===== src/rtl/ctrl_pkg.sv =====
// Shared definitions for the multicycle controller: FSM state and instruction
// class enums, opcode match constants, pc_src/alu_op/imm_op/branch_op encodings
// and fault codes.
package ctrl_pkg;

    localparam int ALUOPSIZE = 4;

    typedef enum logic [2:0] {
        ST_FETCH  = 3'd0,
        ST_DECODE = 3'd1,
        ST_EXEC   = 3'd2,
        ST_MEM    = 3'd3,
        ST_WB     = 3'd4,
        ST_FAULT  = 3'd5
    } ctrl_state_e;

    typedef enum logic [3:0] {
        CLS_R, CLS_I, CLS_LOAD, CLS_STORE,
        CLS_B, CLS_BL, CLS_BCOND, CLS_CBZ, CLS_ILLEGAL
    } inst_class_e;

    // Opcode match constants; shorter ones are compared against the MSBs.
    localparam logic [10:0] OP_ADD   = 11'b100_0101_1000;
    localparam logic [10:0] OP_SUBS  = 11'b111_0101_1000;
    localparam logic [10:0] OP_LSL   = 11'b110_1001_1011;
    localparam logic [9:0]  OP_ADDI  = 10'b100_1000_100;
    localparam logic [10:0] OP_LDUR  = 11'b111_1100_0010;
    localparam logic [10:0] OP_STUR  = 11'b111_1100_0000;
    localparam logic [5:0]  OP_B     = 6'b000101;
    localparam logic [5:0]  OP_BL    = 6'b100101;
    localparam logic [7:0]  OP_BCOND = 8'b0101_0100;
    localparam logic [7:0]  OP_CBZ   = 8'b1011_0100;

    localparam logic [1:0] PC_SRC_SEQ = 2'd0;
    localparam logic [1:0] PC_SRC_BR  = 2'd1;
    localparam logic [1:0] PC_SRC_BL  = 2'd2;

    localparam logic [ALUOPSIZE-1:0] ALU_NOP   = 4'd0;
    localparam logic [ALUOPSIZE-1:0] ALU_ADD   = 4'd2;
    localparam logic [ALUOPSIZE-1:0] ALU_LSL   = 4'd3;
    localparam logic [ALUOPSIZE-1:0] ALU_SUB   = 4'd6;
    localparam logic [ALUOPSIZE-1:0] ALU_PASSB = 4'd7;

    // Immediate extractor select, one-hot.
    localparam logic [4:0] IMM_NONE  = 5'b00000;
    localparam logic [4:0] IMM_I     = 5'b00001;
    localparam logic [4:0] IMM_D     = 5'b00010;
    localparam logic [4:0] IMM_B     = 5'b00100;
    localparam logic [4:0] IMM_CB    = 5'b01000;
    localparam logic [4:0] IMM_SHAMT = 5'b10000;

    localparam logic [5:0] BR_NONE   = 6'b000000;
    localparam logic [5:0] BR_UNCOND = 6'b000001;
    localparam logic [5:0] BR_LINK   = 6'b000010;
    localparam logic [5:0] BR_CBZ    = 6'b000100;
    // B.cond: tag in the top bits, the low opcode bits pass straight through.
    localparam logic [2:0] BR_COND_TAG = 3'b100;

    localparam logic [1:0] FAULT_NONE    = 2'd0;
    localparam logic [1:0] FAULT_ILLEGAL = 2'd1;
    localparam logic [1:0] FAULT_TIMEOUT = 2'd2;

endpackage


===== src/rtl/opcode_decoder.sv =====
// Combinational opcode classifier.
// Ports: opcode_i (11-bit opcode) -> class_o, alu_op_o, branch_op_o, imm_op_o.
module opcode_decoder
    import ctrl_pkg::*;
#(
    parameter int ALUOP_W = ALUOPSIZE
) (
    input  logic [10:0]        opcode_i,
    output inst_class_e        class_o,
    output logic [ALUOP_W-1:0] alu_op_o,
    output logic [5:0]         branch_op_o,
    output logic [4:0]         imm_op_o
);

    always_comb begin
        class_o     = CLS_ILLEGAL;
        alu_op_o    = ALUOP_W'(ALU_NOP);
        branch_op_o = BR_NONE;
        imm_op_o    = IMM_NONE;
        if (opcode_i == OP_ADD) begin
            class_o  = CLS_R;
            alu_op_o = ALUOP_W'(ALU_ADD);
        end else if (opcode_i == OP_SUBS) begin
            class_o  = CLS_R;
            alu_op_o = ALUOP_W'(ALU_SUB);
        end else if (opcode_i == OP_LSL) begin
            class_o  = CLS_R;
            alu_op_o = ALUOP_W'(ALU_LSL);
            imm_op_o = IMM_SHAMT;
        end else if (opcode_i[10:1] == OP_ADDI) begin
            class_o  = CLS_I;
            alu_op_o = ALUOP_W'(ALU_ADD);
            imm_op_o = IMM_I;
        end else if (opcode_i == OP_LDUR) begin
            class_o  = CLS_LOAD;
            alu_op_o = ALUOP_W'(ALU_ADD);
            imm_op_o = IMM_D;
        end else if (opcode_i == OP_STUR) begin
            class_o  = CLS_STORE;
            alu_op_o = ALUOP_W'(ALU_ADD);
            imm_op_o = IMM_D;
        end else if (opcode_i[10:5] == OP_B) begin
            class_o     = CLS_B;
            imm_op_o    = IMM_B;
            branch_op_o = BR_UNCOND;
        end else if (opcode_i[10:5] == OP_BL) begin
            class_o     = CLS_BL;
            imm_op_o    = IMM_B;
            branch_op_o = BR_LINK;
        end else if (opcode_i[10:3] == OP_BCOND) begin
            class_o     = CLS_BCOND;
            imm_op_o    = IMM_CB;
            branch_op_o = {BR_COND_TAG, opcode_i[2:0]};
        end else if (opcode_i[10:3] == OP_CBZ) begin
            class_o     = CLS_CBZ;
            alu_op_o    = ALUOP_W'(ALU_PASSB);
            imm_op_o    = IMM_CB;
            branch_op_o = BR_CBZ;
        end
    end

endmodule


===== src/rtl/multicycle_control.sv =====
// Multicycle CPU control FSM with memory-wait timeout, retire counter and
// sticky fault code.
// Ports: clk/rst (sync, active high); opcode, zero_flag, mem_ready in;
// ir_write, pc_write, pc_src, mem_req, mem_we, reg_write, link_write, alu_op,
// branch_op, imm_op, busy, retired, retired_cnt, fault out.
// OPCODE_W must be >= 11; the decoder looks at the top 11 bits.
//
// state  | meaning
// FETCH  | request instruction, load IR and PC+4 on mem_ready
// DECODE | classify opcode, illegal -> FAULT
// EXEC   | ALU/immediate select, branches resolve and retire here
// MEM    | data access, STORE retires here on mem_ready
// WB     | register file write, retire
// FAULT  | absorbing until rst, all strobes low
module multicycle_control
    import ctrl_pkg::*;
#(
    parameter int OPCODE_W = 11,
    parameter int ALUOP_W  = ALUOPSIZE,
    parameter int CNT_W    = 16,
    parameter int TIMEOUT  = 15
) (
    input  logic                clk,
    input  logic                rst,
    input  logic [OPCODE_W-1:0] opcode,
    input  logic                zero_flag,
    input  logic                mem_ready,
    output logic                ir_write,
    output logic                pc_write,
    output logic [1:0]          pc_src,
    output logic                mem_req,
    output logic                mem_we,
    output logic                reg_write,
    output logic                link_write,
    output logic [ALUOP_W-1:0]  alu_op,
    output logic [5:0]          branch_op,
    output logic [4:0]          imm_op,
    output logic                busy,
    output logic                retired,
    output logic [CNT_W-1:0]    retired_cnt,
    output logic [1:0]          fault
);

    ctrl_state_e        state_q, state_d;
    inst_class_e        class_q;
    logic [7:0]         wait_q, wait_d;
    logic [CNT_W-1:0]   cnt_q;
    logic [1:0]         fault_q, fault_d;
    logic               busy_q;

    inst_class_e        dec_class;
    logic [ALUOP_W-1:0] dec_alu_op;
    logic [5:0]         dec_branch_op;
    logic [4:0]         dec_imm_op;

    logic               mem_phase;
    logic               wait_hit;
    logic               retire;

    opcode_decoder #(.ALUOP_W(ALUOP_W)) u_dec (
        .opcode_i    (opcode[OPCODE_W-1 -: 11]),
        .class_o     (dec_class),
        .alu_op_o    (dec_alu_op),
        .branch_op_o (dec_branch_op),
        .imm_op_o    (dec_imm_op)
    );

    assign mem_phase = (state_q == ST_FETCH) || (state_q == ST_MEM);
    // The counter reaches TIMEOUT this cycle; a simultaneous mem_ready wins.
    assign wait_hit  = mem_phase && !mem_ready && (wait_q == 8'(TIMEOUT - 1));
    assign wait_d    = (mem_phase && !mem_ready && !wait_hit) ? wait_q + 8'd1 : 8'd0;

    always_comb begin
        state_d = state_q;
        fault_d = fault_q;
        case (state_q)
            ST_FETCH: begin
                if (mem_ready) begin
                    state_d = ST_DECODE;
                end else if (wait_hit) begin
                    state_d = ST_FAULT;
                    fault_d = FAULT_TIMEOUT;
                end
            end
            ST_DECODE: begin
                if (dec_class == CLS_ILLEGAL) begin
                    state_d = ST_FAULT;
                    fault_d = FAULT_ILLEGAL;
                end else begin
                    state_d = ST_EXEC;
                end
            end
            ST_EXEC: begin
                case (class_q)
                    CLS_R, CLS_I:        state_d = ST_WB;
                    CLS_LOAD, CLS_STORE: state_d = ST_MEM;
                    default:             state_d = ST_FETCH;
                endcase
            end
            ST_MEM: begin
                if (mem_ready) begin
                    state_d = (class_q == CLS_LOAD) ? ST_WB : ST_FETCH;
                end else if (wait_hit) begin
                    state_d = ST_FAULT;
                    fault_d = FAULT_TIMEOUT;
                end
            end
            ST_WB:    state_d = ST_FETCH;
            ST_FAULT: state_d = ST_FAULT;
            default:  state_d = ST_FETCH;
        endcase
    end

    always_comb begin
        retire = 1'b0;
        case (state_q)
            ST_EXEC: retire = (class_q == CLS_B) || (class_q == CLS_BL) ||
                              (class_q == CLS_BCOND) || (class_q == CLS_CBZ);
            ST_MEM:  retire = mem_ready && (class_q == CLS_STORE);
            ST_WB:   retire = 1'b1;
            default: retire = 1'b0;
        endcase
    end

    always_ff @(posedge clk) begin
        if (rst) begin
            state_q <= ST_FETCH;
            class_q <= CLS_ILLEGAL;
            wait_q  <= 8'd0;
            cnt_q   <= '0;
            fault_q <= FAULT_NONE;
            busy_q  <= 1'b0;
        end else begin
            state_q <= state_d;
            wait_q  <= wait_d;
            cnt_q   <= cnt_q + CNT_W'(retire);
            fault_q <= fault_d;
            // Only the very first FETCH after reset counts as idle.
            busy_q  <= busy_q | (state_d != ST_FETCH);
            if (state_q == ST_DECODE) begin
                class_q <= dec_class;
            end
        end
    end

    // Strobes decode the registered state; rst blanks them in its own cycle
    // because the synchronous reset has not taken effect on state_q yet.
    always_comb begin
        ir_write   = 1'b0;
        pc_write   = 1'b0;
        pc_src     = PC_SRC_SEQ;
        mem_req    = 1'b0;
        mem_we     = 1'b0;
        reg_write  = 1'b0;
        link_write = 1'b0;
        alu_op     = ALUOP_W'(ALU_NOP);
        branch_op  = BR_NONE;
        imm_op     = IMM_NONE;
        if (!rst) begin
            case (state_q)
                ST_FETCH: begin
                    mem_req = 1'b1;
                    if (mem_ready) begin
                        ir_write = 1'b1;
                        pc_write = 1'b1;
                    end
                end
                ST_EXEC: begin
                    alu_op    = dec_alu_op;
                    imm_op    = dec_imm_op;
                    branch_op = dec_branch_op;
                    case (class_q)
                        CLS_B: begin
                            pc_write = 1'b1;
                            pc_src   = PC_SRC_BR;
                        end
                        CLS_BL: begin
                            pc_write   = 1'b1;
                            pc_src     = PC_SRC_BL;
                            link_write = 1'b1;
                        end
                        // The datapath gates this write with the branch_op condition.
                        CLS_BCOND: begin
                            pc_write = 1'b1;
                            pc_src   = PC_SRC_BR;
                        end
                        CLS_CBZ: begin
                            pc_write = zero_flag;
                            pc_src   = PC_SRC_BR;
                        end
                        default: ;
                    endcase
                end
                ST_MEM: begin
                    mem_req = 1'b1;
                    mem_we  = (class_q == CLS_STORE);
                end
                ST_WB:   reg_write = 1'b1;
                default: ;
            endcase
        end
    end

    assign retired     = retire && !rst;
    assign retired_cnt = cnt_q;
    assign fault       = fault_q;
    assign busy        = !rst && (busy_q || (state_q != ST_FETCH));

endmodule

===== config.mk =====
export PLATFORM = sky130hd
export DESIGN_NAME = multicycle_control
export DESIGN_NICKNAME = d
export VERILOG_FILES = /design/src/rtl/ctrl_pkg.sv /design/src/rtl/opcode_decoder.sv /design/src/rtl/multicycle_control.sv
export SDC_FILE = /design/constraint.sdc
export NUM_CORES = 1
export LEC_CHECK = 0
export ABC_AREA = 1
export ABC_CLOCK_PERIOD_IN_PS = 5290
export BUFFER_PORTS_ARGS = -buffer_cell sky130_fd_sc_hd__buf_2
export CAP_MARGIN = 25
export CORE_MARGIN = 2
export CORE_UTILIZATION = 40
export DETAILED_ROUTE_END_ITERATION = 6
export HOLD_SLACK_MARGIN = 0.08
export PLACE_DENSITY = 0.65
export SKIP_LAST_GASP = 1
export SYNTH_ARGS = -nofsm -noshare
export SYNTH_HDL_FRONTEND = slang
export SYNTH_HIERARCHICAL = 1
export SYNTH_SLANG_ARGS = --single-unit

===== constraint.sdc =====
create_clock -name clk -period 5.29 [get_ports clk]
set_input_delay 0.529 -clock clk [delete_from_list [all_inputs] [get_ports clk]]
set_output_delay 0.529 -clock clk [all_outputs]
set_load 0.005 [all_outputs]

==> tab_implementation.tex <==
\begin{tabular}{lr}
\hline
Metric & Value \\
\hline
\multicolumn{2}{l}{\textbf{Yosys}} \\
\quad Share of synthesized flip-flops with an asynchronous set or reset & 0\% \\
\quad Synth Register Bits & 34 \\
\quad Total number of yosys warnings & 6 \\
\quad Portion of the post-synthesis area used by sequential elements & 31.85\% \\
\quad Multiplexer share of the synthesized area & 0\% \\
\quad Dominant combinational cell family by area after synthesis & simple AND/OR/NAND/NOR gates \\
\quad Post-synthesis cell type with the largest combined area & sky130\_fd\_sc\_hd\_\_dfxtp\_1 \\
\quad Syn avg cell area & 6.020 um\^{}2 \\
\quad Post-synthesis instance total & 355 \\
\quad Primary flip-flop cell chosen by synthesis mapping & sky130\_fd\_sc\_hd\_\_dfxtp\_1 \\
\quad Unique masters post-synth & 31 \\
\quad Post-Synth XOR/XNOR Area & 1.639\% \\
\quad Top cell type's share of synthesized area & 31.85\% \\
\quad Synthesized-area fraction occupied by ao, oa, aoi and oai cells & 11.42\% \\
\quad Post-synthesis share of cell area spent on full adders, half adders and majority gates & 2.342\% \\
\quad Cell with the most instances after synthesis & sky130\_fd\_sc\_hd\_\_nor2\_1 \\
\quad Largest cells by area after synthesis & sky130\_fd\_sc\_hd\_\_dfxtp\_1, sky130\_fd\_sc\_hd\_\_nor2\_1, sky130\_fd\_sc\_hd\_\_nand2\_1 \\
\quad Total standard cell area after synthesis & 2137 um\^{}2 \\
\quad Post-synthesis share of cell area spent on and, or, nand and nor gates & 38.47\% \\
\quad EDFF count, synth & 0 \\
\quad Cell types with the highest counts after synthesis & sky130\_fd\_sc\_hd\_\_nor2\_1, sky130\_fd\_sc\_hd\_\_nand2\_1, sky130\_fd\_sc\_hd\_\_inv\_1, sky130\_fd\_sc\_hd\_\_dfxtp\_1, sky130\_fd\_sc\_hd\_\_nand3\_1 \\
\multicolumn{2}{l}{\textbf{Global routing}} \\
\quad Number of antenna violations at the first check in global routing & 0 \\
\quad Number of global-route vias before repair & 2015 \\
\quad GRT Total Usage & 18.06\% \\
\quad Residual overflow from global routing & 0 \\
\quad Wire length of the first global-routing pass & 8907 um \\
\quad Largest net degree at the start of global routing & 24 \\
\multicolumn{2}{l}{\textbf{Die}} \\
\quad \# rows & 26 \\
\quad Die height & 77.10 um \\
\quad Initial Utilization & 41.58\% \\
\quad Die Span X & 77.10 um \\
\quad Total core area & 5140 um\^{}2 \\
\quad Die Footprint & 5944 um\^{}2 \\
\quad Io pins & 58 \\
\multicolumn{2}{l}{\textbf{STA}} \\
\quad Final period util & 45.94\% \\
\quad Total Neg Setup Slack & 0 ns \\
\quad Unrepaired setup endpoints after global routing & no \\
\quad Time the final worst path needs with I/O delays and setup & 2.430 ns \\
\quad \# setup viols final & 0 \\
\quad Worst setup slack after layout & 2.860 ns \\
\quad Number of hold-slack violations in the final timing report & 0 \\
\quad Fmax & 411.5 MHz \\
\quad Clk\_skew & 0.007450 ns \\
\quad Number of max-slew violations in the final report & 0 \\
\quad Worst hold margin & 0.4466 ns \\
\multicolumn{2}{l}{\textbf{Power}} \\
\quad Total power after layout & 594.8 uW \\
\quad Power density normalized to cell area & 232.1 nW/um\^{}2 \\
\quad Sequential cell fraction of total power & 46.5\% \\
\quad Worst ir drop on vdd & 176.0 uV \\
\quad Proportion of total power due to net switching & 26.44\% \\
\quad Switching power & 157.3 uW \\
\quad Internal Power & 437.5 uW \\
\quad Part of the total power dissipated in the clock network & 39.4\% \\
\quad Leakage & 1.254 nW \\
\quad Logic pwr share & 14.1\% \\
\multicolumn{2}{l}{\textbf{Route}} \\
\quad Vias post-DR & 2245 \\
\quad DRC violation count after routing & 0 \\
\quad Starting DRT DRC Count & 155 \\
\quad Total Routed Length & 4960 um \\
\quad Number of antenna-violating nets in the routed design & 0 \\
\quad Number of iterations in the first detailed-routing pass & 4 \\
\quad Via density & 4.667 \\
\quad Average wire per standard cell & 10.31 um \\
\multicolumn{2}{l}{\textbf{Clock network}} \\
\quad Clock tree from TritonCTS & built \\
\quad Number of buffers created by CTS & 5 \\
\quad Post-CTS setup repair buffer count & 0 \\
\quad H-tree depth reported by CTS & 2 \\
\quad Clock transition at the register clock pins on the worst setup and hold paths after CTS & 0.07 ns \\
\quad Maximum buffer depth of the clock tree & 2 \\
\quad \# hold bufs at CTS & 0 \\
\quad Clk Latency, worst-skew pair & 0.29 ns \\
\quad Buffer type at the clock tree root & sky130\_fd\_sc\_hd\_\_clkbuf\_8 \\
\quad Clock sinks & 34 \\
\quad Total of cells resized after clock tree synthesis & 0 \\
\multicolumn{2}{l}{\textbf{Worst setup path}} \\
\quad Maximum net fanout on the critical path & 23 \\
\quad Crit. End Element & output port \\
\quad Worst setup path category & input pin to output port \\
\quad Required time at the endpoint of the critical path & 4.76 ns \\
\quad Launching element of the worst setup path & rst \\
\quad Arrival time of data at the critical path endpoint & 1.90 ns \\
\quad Worst r2r src & state\_q[2]\$\_SDFF\_PP0\_ \\
\quad Setup crit start kind & input pin \\
\multicolumn{2}{l}{\textbf{Layout}} \\
\quad Flip-flop and latch area & 680.7 um\^{}2 \\
\quad Proportion of layout cells with a drive suffix above 1 & 17.52\% \\
\quad Cell area after layout & 2562 um\^{}2 \\
\quad Multi-input gate area in the final layout & 1162 um\^{}2 \\
\quad Total inserted antenna cells & 0 \\
\quad Share of the core filled with cells & 49.85\% \\
\quad Post-layout instance count excluding filler cells & 481 \\
\quad Filler cells & 570 \\
\quad Nets@finish & 429 \\
\quad Layout-stage area growth over the synthesis result & 19.91\% \\
\multicolumn{2}{l}{\textbf{Placement}} \\
\quad Post-place instance area & 2456 um\^{}2 \\
\quad Port buffer count & 54 \\
\quad Final weighted congestion in routability-driven placement & 0.9017 \\
\quad Setup WS pre-CTS & 2.863 ns \\
\quad Placed wire-length estimate & 3865 um \\
\quad Inst Count DP & 473 \\
\multicolumn{2}{l}{\textbf{Worst hold path}} \\
\quad Start point of the worst min-delay path & fault[1]\$\_SDFFE\_PP0P\_ \\
\quad Type of the worst min-delay path & flop to flop \\
\multicolumn{2}{l}{\textbf{Run}} \\
\quad Max-cap violations & 0 \\
\multicolumn{2}{l}{\textbf{Status}} \\
\quad Outcome & finished clean \\
\hline
\end{tabular}
state kept, by name, indices dropped and copies added (netlist names):
signal       flops
class_q          4
retired_cnt     16
wait_q           8
state_q          3
fault            2
busy_q           1
cell usage in the layout, fill, tap and decap left out, types with 2 or more instances in the layout:
| master | instances |
|---|---|
| sky130_fd_sc_hd__nor2_2 | 3 |
| sky130_fd_sc_hd__nand2_2 | 2 |
| sky130_fd_sc_hd__xor2_1 | 2 |
| sky130_fd_sc_hd__nand4_1 | 5 |
| sky130_fd_sc_hd__clkbuf_8 | 5 |
| sky130_fd_sc_hd__nor3_1 | 14 |
| sky130_fd_sc_hd__clkbuf_1 | 2 |
| sky130_fd_sc_hd__nand3_2 | 2 |
| sky130_fd_sc_hd__buf_2 | 54 |
| sky130_fd_sc_hd__nand3_1 | 26 |
| sky130_fd_sc_hd__nand2_1 | 66 |
| sky130_fd_sc_hd__conb_1 | 3 |
| sky130_fd_sc_hd__o21ai_0 | 15 |
| sky130_fd_sc_hd__nor2_1 | 68 |
| sky130_fd_sc_hd__inv_2 | 3 |
| sky130_fd_sc_hd__a211oi_1 | 2 |
| sky130_fd_sc_hd__ha_1 | 4 |
| sky130_fd_sc_hd__a21oi_1 | 22 |
| sky130_fd_sc_hd__xnor2_1 | 2 |
| sky130_fd_sc_hd__nor4_1 | 2 |
| sky130_fd_sc_hd__dfxtp_1 | 34 |
| sky130_fd_sc_hd__inv_1 | 65 |
final cells by class:
class,count,area share [%]
clock buffer,7,2.979
multi-input combinational,247,45.36
tap,70,3.418
clock inverter,1,1.172
timing repair buffer,54,10.55
sequential,34,26.56
inverter,68,9.961
per-layer routing:
metal  share of wire (%)  vias to the layer above  GRT usage (%)  wire length [um]
li1                    -                     1214              -                 -
met1                  50                      951          25.11              2473
met2                  42                       76          28.07              2102
met3                 6.9                        4          3.294               340
met4                0.87                        0          6.250                43
met5                   0                        -              0                 0
cell families after synthesis:
kind of cell	count (synthesis)
AND/OR/NAND/NOR	191
AO/OA/AOI/OAI	45
other	1
buffers and inverters	76
XOR/XNOR	4
flip-flops	34
adder cells (fa/ha/maj)	4
final timing paths:
path         cells after the start  slack, ns                    endpoint
max                              5       2.86                branch_op[1]
min                              2       0.45       fault[1]$_SDFFE_PP0P_
max reg2reg                     16       2.87  retired_cnt[12]$_SDFF_PP0_
min reg2reg                      2       0.45       fault[1]$_SDFFE_PP0P_
power by group through the flow:
stage | sequential, mW | combinational, mW | clock, mW
floorplan | 0.281 | 0.0573 | 0
global placement | 0.282 | 0.0831 | 0
CTS | 0.276 | 0.0835 | 0.239
finish | 0.277 | 0.0837 | 0.234
detailed placement | 0.282 | 0.0830 | 0
global route | 0.278 | 0.0994 | 0.250
critical path, cell delays in order:
cell	delay [ns]
sky130_fd_sc_hd__buf_2	0.34
sky130_fd_sc_hd__inv_1	0.32
sky130_fd_sc_hd__nand2_1	0.47
sky130_fd_sc_hd__nor2_1	0.08
sky130_fd_sc_hd__buf_2	0.14
(Power assumes the default switching activity.)
